File: src/rtl/ahb_arbiter_if.sv
// Arbitration signal bundle for ahb_arbiter: requests, locks and shared transfer
// status come from the bus, grant and owner indication go back out.
interface ahb_arbiter_if #(
  parameter int NUM_MASTERS = 4
);
  logic [NUM_MASTERS-1:0] HBUSREQ;
  logic [NUM_MASTERS-1:0] HLOCK;
  logic [1:0]             HTRANS;
  logic [2:0]             HBURST;
  logic                   HREADY;
  logic [1:0]             HRESP;
  logic [NUM_MASTERS-1:0] HGRANT;
  logic [3:0]             HMASTER;
  logic                   HMASTLOCK;

  // Bus/master side: drives requests and transfer status, observes grant.
  modport master (
    output HBUSREQ, HLOCK, HTRANS, HBURST, HREADY, HRESP,
    input  HGRANT, HMASTER, HMASTLOCK
  );

  // Arbiter side.
  modport slave (
    input  HBUSREQ, HLOCK, HTRANS, HBURST, HREADY, HRESP,
    output HGRANT, HMASTER, HMASTLOCK
  );
endinterface

File: src/rtl/ahb_arbiter.sv
// AHB bus arbiter with burst tracking and locked-transfer support.
// Macro AHB_ARB_ROUND_ROBIN_EN selects round-robin; default is fixed priority.
module ahb_arbiter #(
  parameter int NUM_MASTERS    = 4,
  parameter int DEFAULT_MASTER = 0
) (
  input  logic         HCLK,
  input  logic         HRESETn,
  ahb_arbiter_if.slave bus
);

  localparam int IDX_W = (NUM_MASTERS > 1) ? $clog2(NUM_MASTERS) : 1;
  localparam logic [IDX_W-1:0]       DEF_IDX   = IDX_W'(DEFAULT_MASTER);
  localparam logic [NUM_MASTERS-1:0] DEF_GRANT = NUM_MASTERS'(1) << DEFAULT_MASTER;
  localparam logic [1:0] TRANS_NONSEQ = 2'b10;
  localparam logic [1:0] TRANS_SEQ    = 2'b11;
  localparam logic [1:0] RESP_OKAY    = 2'b00;

  logic [3:0]             beats_q, beats_d;
  logic [IDX_W-1:0]       last_grant_q, last_grant_d;
  logic [NUM_MASTERS-1:0] grant_q, grant_d;
  logic [3:0]             hmaster_q, hmaster_d;
  logic                   hmastlock_q, hmastlock_d;
  logic [IDX_W-1:0]       winner;
  logic                   lock_active;
  logic                   rearb;
  logic                   err_start;

  // Remaining beats of the fixed-length burst currently on the bus.
  always_comb begin
    beats_d   = beats_q;
    err_start = !bus.HREADY && (bus.HRESP != RESP_OKAY);
    if (err_start) begin
      beats_d = 4'd0;
    end else if (bus.HREADY && bus.HTRANS == TRANS_NONSEQ) begin
      case (bus.HBURST)
        3'b010, 3'b011: beats_d = 4'd3;
        3'b100, 3'b101: beats_d = 4'd7;
        3'b110, 3'b111: beats_d = 4'd15;
        default:        beats_d = 4'd0;
      endcase
    end else if (bus.HREADY && bus.HTRANS == TRANS_SEQ && beats_q != 4'd0) begin
      beats_d = beats_q - 4'd1;
    end
  end

  // last_grant_q always equals the index of the asserted HGRANT bit.
  assign lock_active = bus.HLOCK[last_grant_q];
  assign rearb       = bus.HREADY && !lock_active && (beats_d == 4'd0);

  always_comb begin
    winner = DEF_IDX;
    if (|bus.HBUSREQ) begin
`ifdef AHB_ARB_ROUND_ROBIN_EN
      // Walk offsets from farthest to nearest so the nearest requester after
      // last_grant wins; offset NUM_MASTERS is the owner itself.
      for (int k = NUM_MASTERS; k >= 1; k--) begin
        if (bus.HBUSREQ[IDX_W'((int'(last_grant_q) + k) % NUM_MASTERS)]) begin
          winner = IDX_W'((int'(last_grant_q) + k) % NUM_MASTERS);
        end
      end
`else
      for (int k = NUM_MASTERS - 1; k >= 0; k--) begin
        if (bus.HBUSREQ[IDX_W'(k)]) begin
          winner = IDX_W'(k);
        end
      end
`endif
    end
  end

  always_comb begin
    grant_d      = grant_q;
    last_grant_d = last_grant_q;
    if (rearb) begin
      grant_d      = NUM_MASTERS'(1) << winner;
      last_grant_d = winner;
    end
  end

  // Owner indication follows the grant one accepted transfer later.
  always_comb begin
    hmaster_d   = hmaster_q;
    hmastlock_d = hmastlock_q;
    if (bus.HREADY) begin
      hmaster_d   = 4'(last_grant_q);
      hmastlock_d = lock_active;
    end
  end

  always_ff @(posedge HCLK or negedge HRESETn) begin
    if (!HRESETn) begin
      beats_q      <= 4'd0;
      last_grant_q <= DEF_IDX;
      grant_q      <= DEF_GRANT;
      hmaster_q    <= 4'(DEFAULT_MASTER);
      hmastlock_q  <= 1'b0;
    end else begin
      beats_q      <= beats_d;
      last_grant_q <= last_grant_d;
      grant_q      <= grant_d;
      hmaster_q    <= hmaster_d;
      hmastlock_q  <= hmastlock_d;
    end
  end

  assign bus.HGRANT    = grant_q;
  assign bus.HMASTER   = hmaster_q;
  assign bus.HMASTLOCK = hmastlock_q;

endmodule

File: src/flat_wrapper.sv
// flat-port wrapper written by rule: the top's interface ports become plain ports
module ahb_arbiter_flat 
#(
  parameter int NUM_MASTERS    = 4,
  parameter int DEFAULT_MASTER = 0
)
  (HCLK, HRESETn, bus_HBUSREQ, bus_HLOCK, bus_HTRANS, bus_HBURST, bus_HREADY, bus_HRESP, bus_HGRANT, bus_HMASTER, bus_HMASTLOCK);
  ahb_arbiter_if #(.NUM_MASTERS(NUM_MASTERS)) bus_i ();
  input  logic HCLK;
  input  logic HRESETn;
  input wire logic [$bits(bus_i.HBUSREQ)-1:0] bus_HBUSREQ;
  input wire logic [$bits(bus_i.HLOCK)-1:0] bus_HLOCK;
  input wire logic [$bits(bus_i.HTRANS)-1:0] bus_HTRANS;
  input wire logic [$bits(bus_i.HBURST)-1:0] bus_HBURST;
  input wire logic [$bits(bus_i.HREADY)-1:0] bus_HREADY;
  input wire logic [$bits(bus_i.HRESP)-1:0] bus_HRESP;
  output wire logic [$bits(bus_i.HGRANT)-1:0] bus_HGRANT;
  output wire logic [$bits(bus_i.HMASTER)-1:0] bus_HMASTER;
  output wire logic [$bits(bus_i.HMASTLOCK)-1:0] bus_HMASTLOCK;
  assign bus_i.HBUSREQ = bus_HBUSREQ;
  assign bus_i.HLOCK = bus_HLOCK;
  assign bus_i.HTRANS = bus_HTRANS;
  assign bus_i.HBURST = bus_HBURST;
  assign bus_i.HREADY = bus_HREADY;
  assign bus_i.HRESP = bus_HRESP;
  assign bus_HGRANT = bus_i.HGRANT;
  assign bus_HMASTER = bus_i.HMASTER;
  assign bus_HMASTLOCK = bus_i.HMASTLOCK;
  ahb_arbiter #(.NUM_MASTERS(NUM_MASTERS), .DEFAULT_MASTER(DEFAULT_MASTER)) u_core (.HCLK(HCLK), .HRESETn(HRESETn), .bus(bus_i));
endmodule
File: config.mk
export PLATFORM = sky130hd
export DESIGN_NAME = ahb_arbiter_flat
export DESIGN_NICKNAME = d
export VERILOG_FILES = /design/src/rtl/ahb_arbiter_if.sv /design/src/rtl/ahb_arbiter.sv /design/src/flat_wrapper.sv
export SDC_FILE = /design/constraint.sdc
export NUM_CORES = 1
export LEC_CHECK = 0
export BUFFER_PORTS_ARGS = -buffer_cell sky130_fd_sc_hd__buf_2
export CORE_MARGIN = 2
export CORE_UTILIZATION = 39
export CTS_CLUSTER_SIZE = 14
export DETAILED_ROUTE_END_ITERATION = 10
export HOLD_SLACK_MARGIN = 0.1
export PLACE_DENSITY = 0.73
export SLEW_MARGIN = 15
export SYNTH_ARGS = -nofsm -noshare
export SYNTH_HDL_FRONTEND = slang
export SYNTH_SLANG_ARGS = --single-unit
export TNS_END_PERCENT = 100
File: constraint.sdc
create_clock -name HCLK -period 1.9 [get_ports HCLK]
set_input_delay 0.19 -clock HCLK [delete_from_list [all_inputs] [get_ports HCLK]]
set_output_delay 0.19 -clock HCLK [all_outputs]
set_load 0.01 [all_outputs]
# Word level (Yosys, flattened, before mapping)
# Index checks and enable logic that the tools add are counted.
totals:
  n_memories: 0
  latch_bits: 0
  mem_bits_ro: 0
  mem_bits_rw: 0
  ff_bits: 13
  input_bits: 18
classes:
  n_reduce_logical: 15
  multipliers: 0
  bitwise_logic: 0
  n_addsub: 1
  eq_ne: 8
  shifts: 1
  n_mux: 9
  div_mod_pow: 0
  n_lt_le_gt_ge: 1
ops:
  columns: ["operator", "count"]
  rows:
  - ["$eq A3 B3 Y1 const B", 4]
  - ["$mux W4", 3]
  - ["$pmux W4 S3", 1]
  - ["$eq A3 B2 Y1 const B", 2]
  - ["$logic_and A1 B1 Y1", 6]
  - ["$mux W2", 3]
  - ["$reduce_or A2 Y1", 3]
  - ["$eq A2 B2 Y1 const B", 2]
  - ["$logic_not A4 Y1", 1]
  - ["$reduce_bool A4 Y1", 1]
  - ["$reduce_or A4 Y1", 1]
  - ["$shl A1 B2 Y4 const A", 1]
  - ["$sub A4 B1 Y4 const B", 1]
  - ["$lt A2 B3 Y1 const B", 1]
  - ["$bmux W1 S2", 1]
  - ["$logic_not A1 Y1", 2]
  - ["$reduce_bool A2 Y1", 1]
  - ["$mux W1", 1]

# Depth between registers and ports, before layout
# Gate-level depths: netlist of run 1.
depth:
  depth_word: 8
  ltp_mapped: 7
  depth_no_buf: 7

# Worst setup path after synthesis of run 1
# OpenSTA, ideal clock, no wires.
synth_path:
  kind: "reg2reg"
  from: "register u_core.beats_q[2]"
  to: "register u_core.grant_q[1] (netlist: u_core.bus.HGRANT[1])"
  path_stages_with_launch: 6
  path_buffers: 0
  arrival_ps: 1937
  setup_slack_ps: -165
  setup_time_ps: 128
  synth_period_minus_slack_ps: 2065
  path_cell_list: "dfrtp_1 -> or3_1 -> or4_1 -> a311oi_2 -> nand4bb_1 -> mux2_1"
synth_via:
  elab_chain_len: 7
synth_rtl:
  columns: ["item", "line", "source"]
  rows:
  - ["start, declared", "ahb_arbiter.sv:19", "logic [3:0] beats_q, beats_d;"]
  - ["start signal, assigned", "ahb_arbiter.sv:99", "beats_q <= beats_d;"]
  - ["parallel branches: the longest is 2 deep, another holds $sub A4 B1 Y4", null, null]
  - ["$mux W4 (*)", "ahb_arbiter.sv:42", "end else if (bus.HREADY && bus.HTRANS == TRANS_SEQ && beats_q != 4'd0) begin"]
  - ["$mux W4 (*)", "ahb_arbiter.sv:35", "end else if (bus.HREADY && bus.HTRANS == TRANS_NONSEQ) begin"]
  - ["$mux W4 (*)", "ahb_arbiter.sv:33", "if (err_start) begin"]
  - ["net u_core.beats_d[3]", "ahb_arbiter.sv:19", null]
  - ["$logic_not A4 Y1 (*)", "ahb_arbiter.sv:49", "assign rearb = bus.HREADY && !lock_active && (beats_d == 4'd0);"]
  - ["$logic_and A1 B1 Y1 (*)", "ahb_arbiter.sv:49", null]
  - ["end signal, assigned", "ahb_arbiter.sv:101", "grant_q <= grant_d;"]
  - ["end, declared", "ahb_arbiter.sv:21", "logic [NUM_MASTERS-1:0] grant_q, grant_d;"]
# Mark *: on every way through the listed nets, which the timed path passes.
# A chain may end at the register's enable or synchronous reset.

# Worst setup path in the final report of run 1
layout_path:
  from: "register u_core.beats_q[0]"
  to: "register u_core.grant_q[1] (netlist: u_core.bus.HGRANT[1])"
# Same word-level chain as after synthesis.

==> out/results.tsv, run 1 <==
metric	value	unit
status	finished with violations	
failing checks	negative setup slack	
simple-gate area share of the yosys netlist	24.4	%
Pleak	0.000394	µW
layout cells sized above 1	48.4	%
TritonCTS clock tree	built	
H-tree depth	1	
clk slew on worst S/H paths	60	ps
Via Count	552	
n_diodes	0	
commonest non-fill, non-tap cell in the layout	buf_2	
Chip Width	41.3	µm
post-synthesis mux area share	9.68	%
Routed WL per cell	13.7	µm
number of fill cells	113	
clk sinks	8	
xor/xnor share of the synthesized area	0	%
final-report setup violation count	2	
Root Driver	clkbuf_4	
Worst-Skew Late Latency	250	ps
HP Class	input pin to flip-flop	
commonest non-fill, non-tap cells in the layout	18 x buf_2, 10 x buf_4, 8 x nor2_1, 7 x dfrtp_1, 5 x conb_1	
antenna violations before repair	0	
crit path max fanout	3	
post-synthesis adder-cell area fraction	2.30	%
power density cells	891	nW/µm²
overall global routing resource usage	20.2	%
synth warn	0	
Rows	13	
area of the multi-input gates	380	µm²
skew final	8.13	ps
placed cell areas	689	µm²
Die Footprint	1710	µm²
antenna-violating nets left	0	
CTS Buffer Depth	2	
Yosys cell types	29	
setup TNS	-272	ps
Yosys top cell by area	dfrtp_1	
Max Cap Viol	0	
final max-slew violation count	0	
PnR worst setup slack	-166	ps
worst path arrival time	2190	ps
TritonRoute pass-1 iters	4	
TritonCTS Buffers	3	
worst relative slew slack	63.4	%
Final Cell Area	836	µm²
Vias per Instance	5.21	
Reg area	201	µm²
Setup crit end kind	flip-flop	
worst vdd ir	0.000623	V
min cycle time layout	2070	ps
global placement routability congestion	0.687	
vias in the first global route	520	
top area cells in the synthesized netlist	dfrtp_1 32%, buf_4 8.3%, mux2i_1 5.5%	
Peak Freq	484	MHz
crit start category	flip-flop	
Cells after Synth	59	
nets	111	
unrepaired setup endpoints after global routing	true	
Synth Area in Compound Gates	14.7	%
Syn Std Cell Area	543	µm²
core area	1300	µm²
CP Class	flip-flop to flip-flop	
Worst Tran Pin Value	541	ps
Area Growth Syn to Fin	53.9	%
dpl hpwl	1040	µm
Synth top area share	32.3	%
number of port buffers	18	
chip height	41.3	µm
global-route wire length before repair	2140	µm
final wirelength	1450	µm
reg2reg setup slack	-170	ps
Starting Density	41.7	%
final number of hold-violating endpoints	0	
post-synthesis sequential area ratio	37.1	%
IO Count	27	
Tcrit/Tclk final	109	%
syn_area_per_cell	9.20	µm²
DR DRC count	0	
grt ovf	0	
initial drt markers	6	
pin count of the biggest net entering global routing	11	
WP data required	2030	ps
Seq cells post-synth	8	
largest family of logic cells by synthesized area	simple AND/OR/NAND/NOR gates	
flip-flops by register name, summed over array words and instances, names as in the netlist:
register / flops
u_core.bus.HMASTLOCK: 1
u_core.beats_q: 4
u_core.bus.HGRANT: 2
u_core.bus.HMASTER: 1
per-stage QoR:
stage	worst slack [ps]	hold slack (ps)	instances	util, %	power (µW)
detailed placement	-215	43.6	97	53.0	520
global route	-224	256	106	64.2	797
CTS	-154	216	107	61.7	718
global placement	-175	36.5	97	53.0	510
finish	-166	233	106	64.2	744
floorplan	-108	-106	63	-	416
synthesized netlist by cell type:
library cell,number
nor2_1,8
dfrtp_1,7
buf_4,6
nand2_1,4
inv_1,3
mux2i_1,3
a2111oi_0,2
a21oi_1,2
nand4b_1,2
nor3_1,2
o21a_1,2
a211oi_1,1
a311oi_2,1
and3_1,1
clkbuf_1,1
conb_1,1
dfstp_2,1
ha_1,1
mux2_1,1
mux2_2,1
nand4bb_1,1
nor2b_1,1
nor3b_1,1
nor4b_1,1
o21ai_0,1
o32a_1,1
or2_2,1
or3_1,1
or4_1,1
critical path, cell delays in order, from the launching register on:
cell and delay, ps:
dfrtp_1 390, or3_1 360, or4_4 430, a311oi_4 260
nand4bb_4 200, mux2_4 300
routing by layer:
metal | vias up | wire [µm] | global-route usage [%] | part of all wire (%)
li1 | 267 | - | - | -
met1 | 258 | 594 | 23.1 | 41
met2 | 23 | 767 | 33.2 | 53
met3 | 4 | 63 | 4.26 | 4.3
met4 | 0 | 25 | 14.5 | 1.7
met5 | - | 0 | 0 | 0
power breakdown:
part / total (µW) / internal, µW / switching (µW)
sequential: 263 / 226 / 36.9
combinational: 345 / 195 / 149
clock: 137 / 80.2 / 56.7
logic make-up after synthesis:
group / after synthesis
AOI/OAI and AO/OA: 10
buffers and inverters: 10
and+or+nand+nor: 24
DFF: 8
muxes: 5
other: 1
adders and majority gates: 1
area by class of cell:
class / count / area share, %
clock buffer: 4 / 3.14
inverter: 3 / 1.35
multi-input combinational: 45 / 45.5
sequential: 8 / 24.1
tap: 15 / 2.25
timing repair buffer: 31 / 23.7
final timing paths:
| check | startpoint | endpoint | cells past startpoint |
|---|---|---|---|
| setup reg to reg | u_core.beats_q[0] | u_core.bus.HGRANT[1] | 5 |
| hold / removal | bus_HBUSREQ[0] | u_core.bus.HGRANT[0] | 3 |
| setup / recovery | u_core.beats_q[0] | u_core.bus.HGRANT[1] | 5 |
| min in group asynchronous | HRESETn | u_core.bus.HMASTLOCK | 2 |
| max in group asynchronous | HRESETn | u_core.bus.HGRANT[0] | 2 |
| hold reg to reg | u_core.bus.HGRANT[0] | u_core.bus.HGRANT[0] | 2 |
timing repair:
action | CTS | global route
cloned | 0 | 0
hold buffers | 1 | 0
resized for setup | 8 | 6
buffers inserted | 5 | 2
hold endpoints to repair | 8 | 0
pin swaps | 0 | 2
endpoints found under the setup margin | 2 | 3
No activity file was read; power rests on OpenSTA's default activity.
==> run 2, diff against run 1 <==
- CELL_PAD_IN_SITES_DETAIL_PLACEMENT: not set -> 0
- CELL_PAD_IN_SITES_GLOBAL_PLACEMENT: not set -> 2
- CORE_ASPECT_RATIO: not set -> 1.75
- CORE_UTILIZATION: 39 -> 21
- PLACE_DENSITY: 0.73 -> 0.7
==> out/results.tsv, run 2 (same netlist as run 1, synthesis figures left out) <==
metric	value	unit	change
status	finished with violations		unchanged
failing checks	negative setup slack		unchanged
Die Footprint	3020	µm²	was 1710 µm²
global-route wire length before repair	2230	µm	was 2140 µm
clk sinks	8		unchanged
met3 Usage GRT	0.756	%	was 4.26%
worst reg2reg path endpoint	u_core.bus.HGRANT[1]		unchanged
final number of hold-violating endpoints	0		unchanged
commonest non-fill, non-tap cell in the layout	buf_2		unchanged
DR DRC count	0		unchanged
Hold Crit Start	bus_HBUSREQ[0]		unchanged
crit start category	flip-flop		unchanged
worst relative slew slack	64.2	%	was 63.4%
pin count of the biggest net entering global routing	11		unchanged
Peak Freq	478	MHz	was 484 MHz
n_diodes	0		unchanged
HP Class	input pin to flip-flop		unchanged
worst vdd ir	0.000559	V	was 0.000623 V
TritonCTS Buffers	3		unchanged
TritonCTS clock tree	built		unchanged
Reg area	201	µm²	unchanged
H-tree depth	1		unchanged
met1 GRT Util	7.95	%	was 23.1%
TritonRoute pass-1 iters	4		unchanged
overall global routing resource usage	9.83	%	was 20.2%
Worst Tran Pin Value	533	ps	was 541 ps
Rows	24		was 13
number of port buffers	18		unchanged
CTS Buffer Depth	2		unchanged
fin util	34.6	%	was 64.2%
grt ovf	0		unchanged
clk slew on worst S/H paths	40	ps	was 60 ps
dpl hpwl	1230	µm	was 1040 µm
Max Cap Viol	0		unchanged
min cycle time layout	2090	ps	was 2070 ps
Starting Density	22.1	%	was 41.7%
global placement routability congestion	0.734		was 0.687
final wirelength	1430	µm	was 1450 µm
Routed WL per cell	12.4	µm	was 13.7 µm
antenna violations before repair	0		unchanged
Critical Path Source	u_core.beats_q[0]		unchanged
skew final	4.14	ps	was 8.13 ps
final max-slew violation count	0		unchanged
Via Count	533		was 552
Reg2Reg Launch Point	u_core.beats_q[0]		unchanged
Tcrit/Tclk final	110	%	was 109%
nets	109		was 111
core area	2460	µm²	was 1300 µm²
antenna-violating nets left	0		unchanged
PnR worst setup slack	-193	ps	was -166 ps
layout cells sized above 1	48.3	%	was 48.4%
Largest register FFs	4		unchanged
Setup crit end kind	flip-flop		unchanged
worst setup path end	u_core.bus.HGRANT[1]		unchanged
power density cells	969	nW/µm²	was 891 nW/µm²
Area Growth Syn to Fin	56.7	%	was 53.9%
area of the multi-input gates	385	µm²	was 380 µm²
commonest non-fill, non-tap cells in the layout	18 x buf_2, 10 x buf_4, 8 x nor2_1, 7 x dfrtp_1, 5 x conb_1		unchanged
number of fill cells	258		was 113
IO Count	27		unchanged
worst path arrival time	2200	ps	was 2190 ps
placed cell areas	696	µm²	was 689 µm²
Vias per Instance	4.63		was 5.21
CP Class	flip-flop to flip-flop		unchanged
grt met2 use	21.2	%	was 33.2%
pre-CTS setup slack	-288	ps	was -215 ps
Reg with most FFs	u_core.beats_q		unchanged
Worst-Skew Late Latency	230	ps	was 250 ps
Most Crowded Layer GR	met2		unchanged
Root Driver	clkbuf_8		was clkbuf_4
final-report setup violation count	2		unchanged
power consumption	824	µW	was 744 µW
Pleak	0.000389	µW	was 0.000394 µW
unrepaired setup endpoints after global routing	true		unchanged
chip height	71.3	µm	was 41.3 µm
reg2reg setup slack	-190	ps	was -170 ps
crit path max fanout	4		was 3
WP data required	2010	ps	was 2030 ps
worst reg-to-reg path cell count	5		unchanged
Final Cell Area	851	µm²	was 836 µm²
Chip Width	42.4	µm	was 41.3 µm
initial drt markers	2		was 6
vias in the first global route	544		was 520
## run 2: critical path, cell delays in order, from the launching register on
cell and delay [ps]:
dfrtp_1 400, or3_4 380, or4_4 430, a311oi_4 260, nand4bb_4 200, mux2_4 300
## run 2: area by class of cell
| cell class | instances | area share [%] |
|---|---|---|
| multi-input combinational | 45 | 45.3 |
| tap | 26 | 3.82 |
| clock buffer | 4 | 5.29 |
| inverter | 3 | 1.32 |
| timing repair buffer | 29 | 20.6 |
| sequential | 8 | 23.7 |
## run 2: routing by layer
metal	part of all wire, %	vias to the layer above
met2	64	17
met3	3.2	3
met1	31	250
li1	-	263
met5	0	-
met4	2.2	0
## run 2: how the worst min path moves through the flow
| stage | endpoint | slack, ps | cells after the start |
|---|---|---|---|
| after CTS | u_core.beats_q[2] | 230 | 3 |
| after floorplan | u_core.beats_q[0] | -110 | 0 |
| final | u_core.bus.HGRANT[0] | 250 | 3 |
| after detailed placement | u_core.beats_q[0] | 40 | 1 |
| after global placement | u_core.bus.HGRANT[1] | 40 | 1 |
| after global routing | u_core.bus.HGRANT[0] | 270 | 3 |
## run 2: power breakdown
| part | switching (µW) | internal (µW) |
|---|---|---|
| clock network | 72.7 | 146 |
| logic | 149 | 197 |
| registers | 32.6 | 227 |
## run 2: stage by stage
step | TNS [ps] | cells | hold WS (ps)
finish | -325 | 115 | 246
floorplan | -108 | 63 | -106
global placement | -502 | 107 | 44.8
detailed placement | -497 | 107 | 44.5
global route | -475 | 115 | 268
CTS | -529 | 114 | 229
## run 2: timing repair
| item | in CTS | in global routing |
|---|---|---|
| hold buffers | 1 | 0 |
| hold endpoints to repair | 8 | 0 |
| pin swaps | 2 | 2 |
| resized for setup | 4 | 7 |
| setup endpoints to repair | 2 | 2 |
| setup buffers | 2 | 1 |
==> run 3, diff against run 2 <==
- CTS_CLUSTER_DIAMETER: not set -> 30
- SKIP_CTS_REPAIR_TIMING: not set -> 1
==> out/results.tsv, run 3 (same netlist as run 1, synthesis figures left out) <==
metric	value	unit	change
Vias per Instance	4.65		was 4.63
Worst Tran Pin Value	545	ps	was 533 ps
Sw Pwr	245	µW	was 254 µW
Tcrit/Tclk final	116	%	was 110%
TritonCTS Buffers	3		unchanged
number of port buffers	18		unchanged
Largest register FFs	4		unchanged
Sw Ratio	30.8	%	was 30.9%
crit path max fanout	4		unchanged
TritonCTS clock tree	built		unchanged
H-tree depth	1		unchanged
final max-slew violation count	0		unchanged
TritonRoute pass-1 iters	3		was 4
Combinational Power Share	40.0	%	was 42.0%
Starting Density	22.1	%	unchanged
placed cell areas	696	µm²	unchanged
Clk pwr share	27.5	%	was 26.5%
Worst-Skew Late Latency	230	ps	about the same
CTS Buffer Depth	2		unchanged
power consumption	794	µW	was 824 µW
Reg with most FFs	u_core.beats_q		unchanged
commonest non-fill, non-tap cell in the layout	buf_2		unchanged
worst vdd ir	0.000560	V	was 0.000559 V
Root Driver	clkbuf_8		unchanged
worst path arrival time	2320	ps	was 2200 ps
reg2reg setup slack	-310	ps	was -190 ps
core area	2460	µm²	unchanged
skew final	3.82	ps	was 4.14 ps
number of fill cells	260		was 258
sequential power share	32.5	%	was 31.5%
HP Class	input pin to flip-flop		unchanged
Chip Width	42.4	µm	unchanged
nets	108		was 109
Rows	24		unchanged
PnR worst setup slack	-311	ps	was -193 ps
final number of hold-violating endpoints	0		unchanged
status	finished with violations		unchanged
initial drt markers	6		was 2
final wirelength	1390	µm	was 1430 µm
n_diodes	0		unchanged
antenna-violating nets left	0		unchanged
overall global routing resource usage	9.62	%	was 9.83%
Peak Freq	452	MHz	was 478 MHz
CP Class	flip-flop to flip-flop		unchanged
dpl hpwl	1230	µm	unchanged
IO Count	27		unchanged
clk sinks	8		unchanged
final-report setup violation count	2		unchanged
chip height	71.3	µm	unchanged
unrepaired setup endpoints after global routing	true		unchanged
clk slew on worst S/H paths	40	ps	about the same
hold_ws	243	ps	was 246 ps
crit start category	flip-flop		unchanged
worst relative slew slack	63.6	%	was 64.2%
commonest non-fill, non-tap cells in the layout	18 x buf_2, 9 x buf_4, 8 x nor2_1, 7 x dfrtp_1, 5 x conb_1		was 18 x buf_2, 10 x buf_4, 8 x nor2_1, 7 x dfrtp_1, 5 x conb_1
Int Pwr	549	µW	was 570 µW
antenna violations before repair	0		unchanged
pin count of the biggest net entering global routing	11		unchanged
Setup crit end kind	flip-flop		unchanged
Die Footprint	3020	µm²	unchanged
WP data required	2010	ps	about the same
global-route wire length before repair	2170	µm	was 2230 µm
Area Growth Syn to Fin	50.0	%	was 56.7%
failing checks	negative setup slack		unchanged
Routed WL per cell	12.2	µm	was 12.4 µm
Via Count	530		was 533
global placement routability congestion	0.734		unchanged
power density cells	975	nW/µm²	was 969 nW/µm²
min cycle time layout	2210	ps	was 2090 ps
DR DRC count	0		unchanged
vias in the first global route	529		was 544
grt ovf	0		unchanged
layout cells sized above 1	47.7	%	was 48.3%
Final Cell Area	815	µm²	was 851 µm²
Max Cap Viol	0		unchanged
Pleak	0.000377	µW	was 0.000389 µW
[run 3: cell count changes in the layout (fill, tap and decap cells not counted)]
cell / previous run / this run
ha_2: 0 / 1
a2111oi_2: 1 / 2
a2111oi_4: 1 / 0
nor3b_2: 0 / 1
buf_4: 10 / 9
nor3b_4: 1 / 0
ha_4: 1 / 0
[run 3: path summary, 6_finish.rpt]
path                                 startpoint                   end  cells after the start
max                           u_core.beats_q[0]  u_core.bus.HGRANT[1]                      5
min                               bus_HBURST[2]     u_core.beats_q[2]                      3
max reg2reg                   u_core.beats_q[0]  u_core.bus.HGRANT[1]                      5
min reg2reg                u_core.bus.HGRANT[0]  u_core.bus.HGRANT[0]                      2
max in group asynchronous               HRESETn  u_core.bus.HGRANT[0]                      2
min in group asynchronous               HRESETn  u_core.bus.HMASTLOCK                      2
[run 3: power by group through the flow]
stage	clock network, µW	logic, µW	registers, µW
floorplan	0	137	279
global placement	0	273	260
detailed placement	0	274	261
CTS	225	275	259
global route	237	347	264
finish	218	317	258
[run 3: critical path, stage by stage, from the launching register on]
cell and delay, ps:
dfrtp_1 400, or3_4 400, or4_4 430, a311oi_4 340
nand4bb_4 220, mux2_4 300
[run 3: metrics by stage]
stage          instances  TNS (ps)  setup WS, ps  utilization [%]
6_report             114      -563          -311             33.1
5_1_grt              114      -671          -358             33.1
4_1_cts              111      -524          -299             30.1
3_5_place_dp         107      -497          -288             28.3
3_3_place_gp         107      -502          -291             28.3
2_1_floorplan         63      -108          -108                -
[run 3: final cells by class]
| type | instances | area [µm²] | share of cell area [%] |
|---|---|---|---|
| multi-input cells | 45 | 357 | 43.8 |
| flip-flops and latches | 8 | 201 | 24.7 |
| repair buffers | 28 | 168 | 20.6 |
| clock buffers | 4 | 45.0 | 5.53 |
| well taps | 26 | 32.5 | 3.99 |
| inverters | 3 | 11.3 | 1.38 |
[run 3: per-layer routing]
layer | track usage (%) | part of all wire [%] | vias to the layer above
li1 | - | - | 260
met1 | 7.47 | 29 | 250
met2 | 21.0 | 65 | 17
met3 | 0.756 | 3.2 | 3
met4 | 5.21 | 2.2 | 0
met5 | 0 | 0 | -
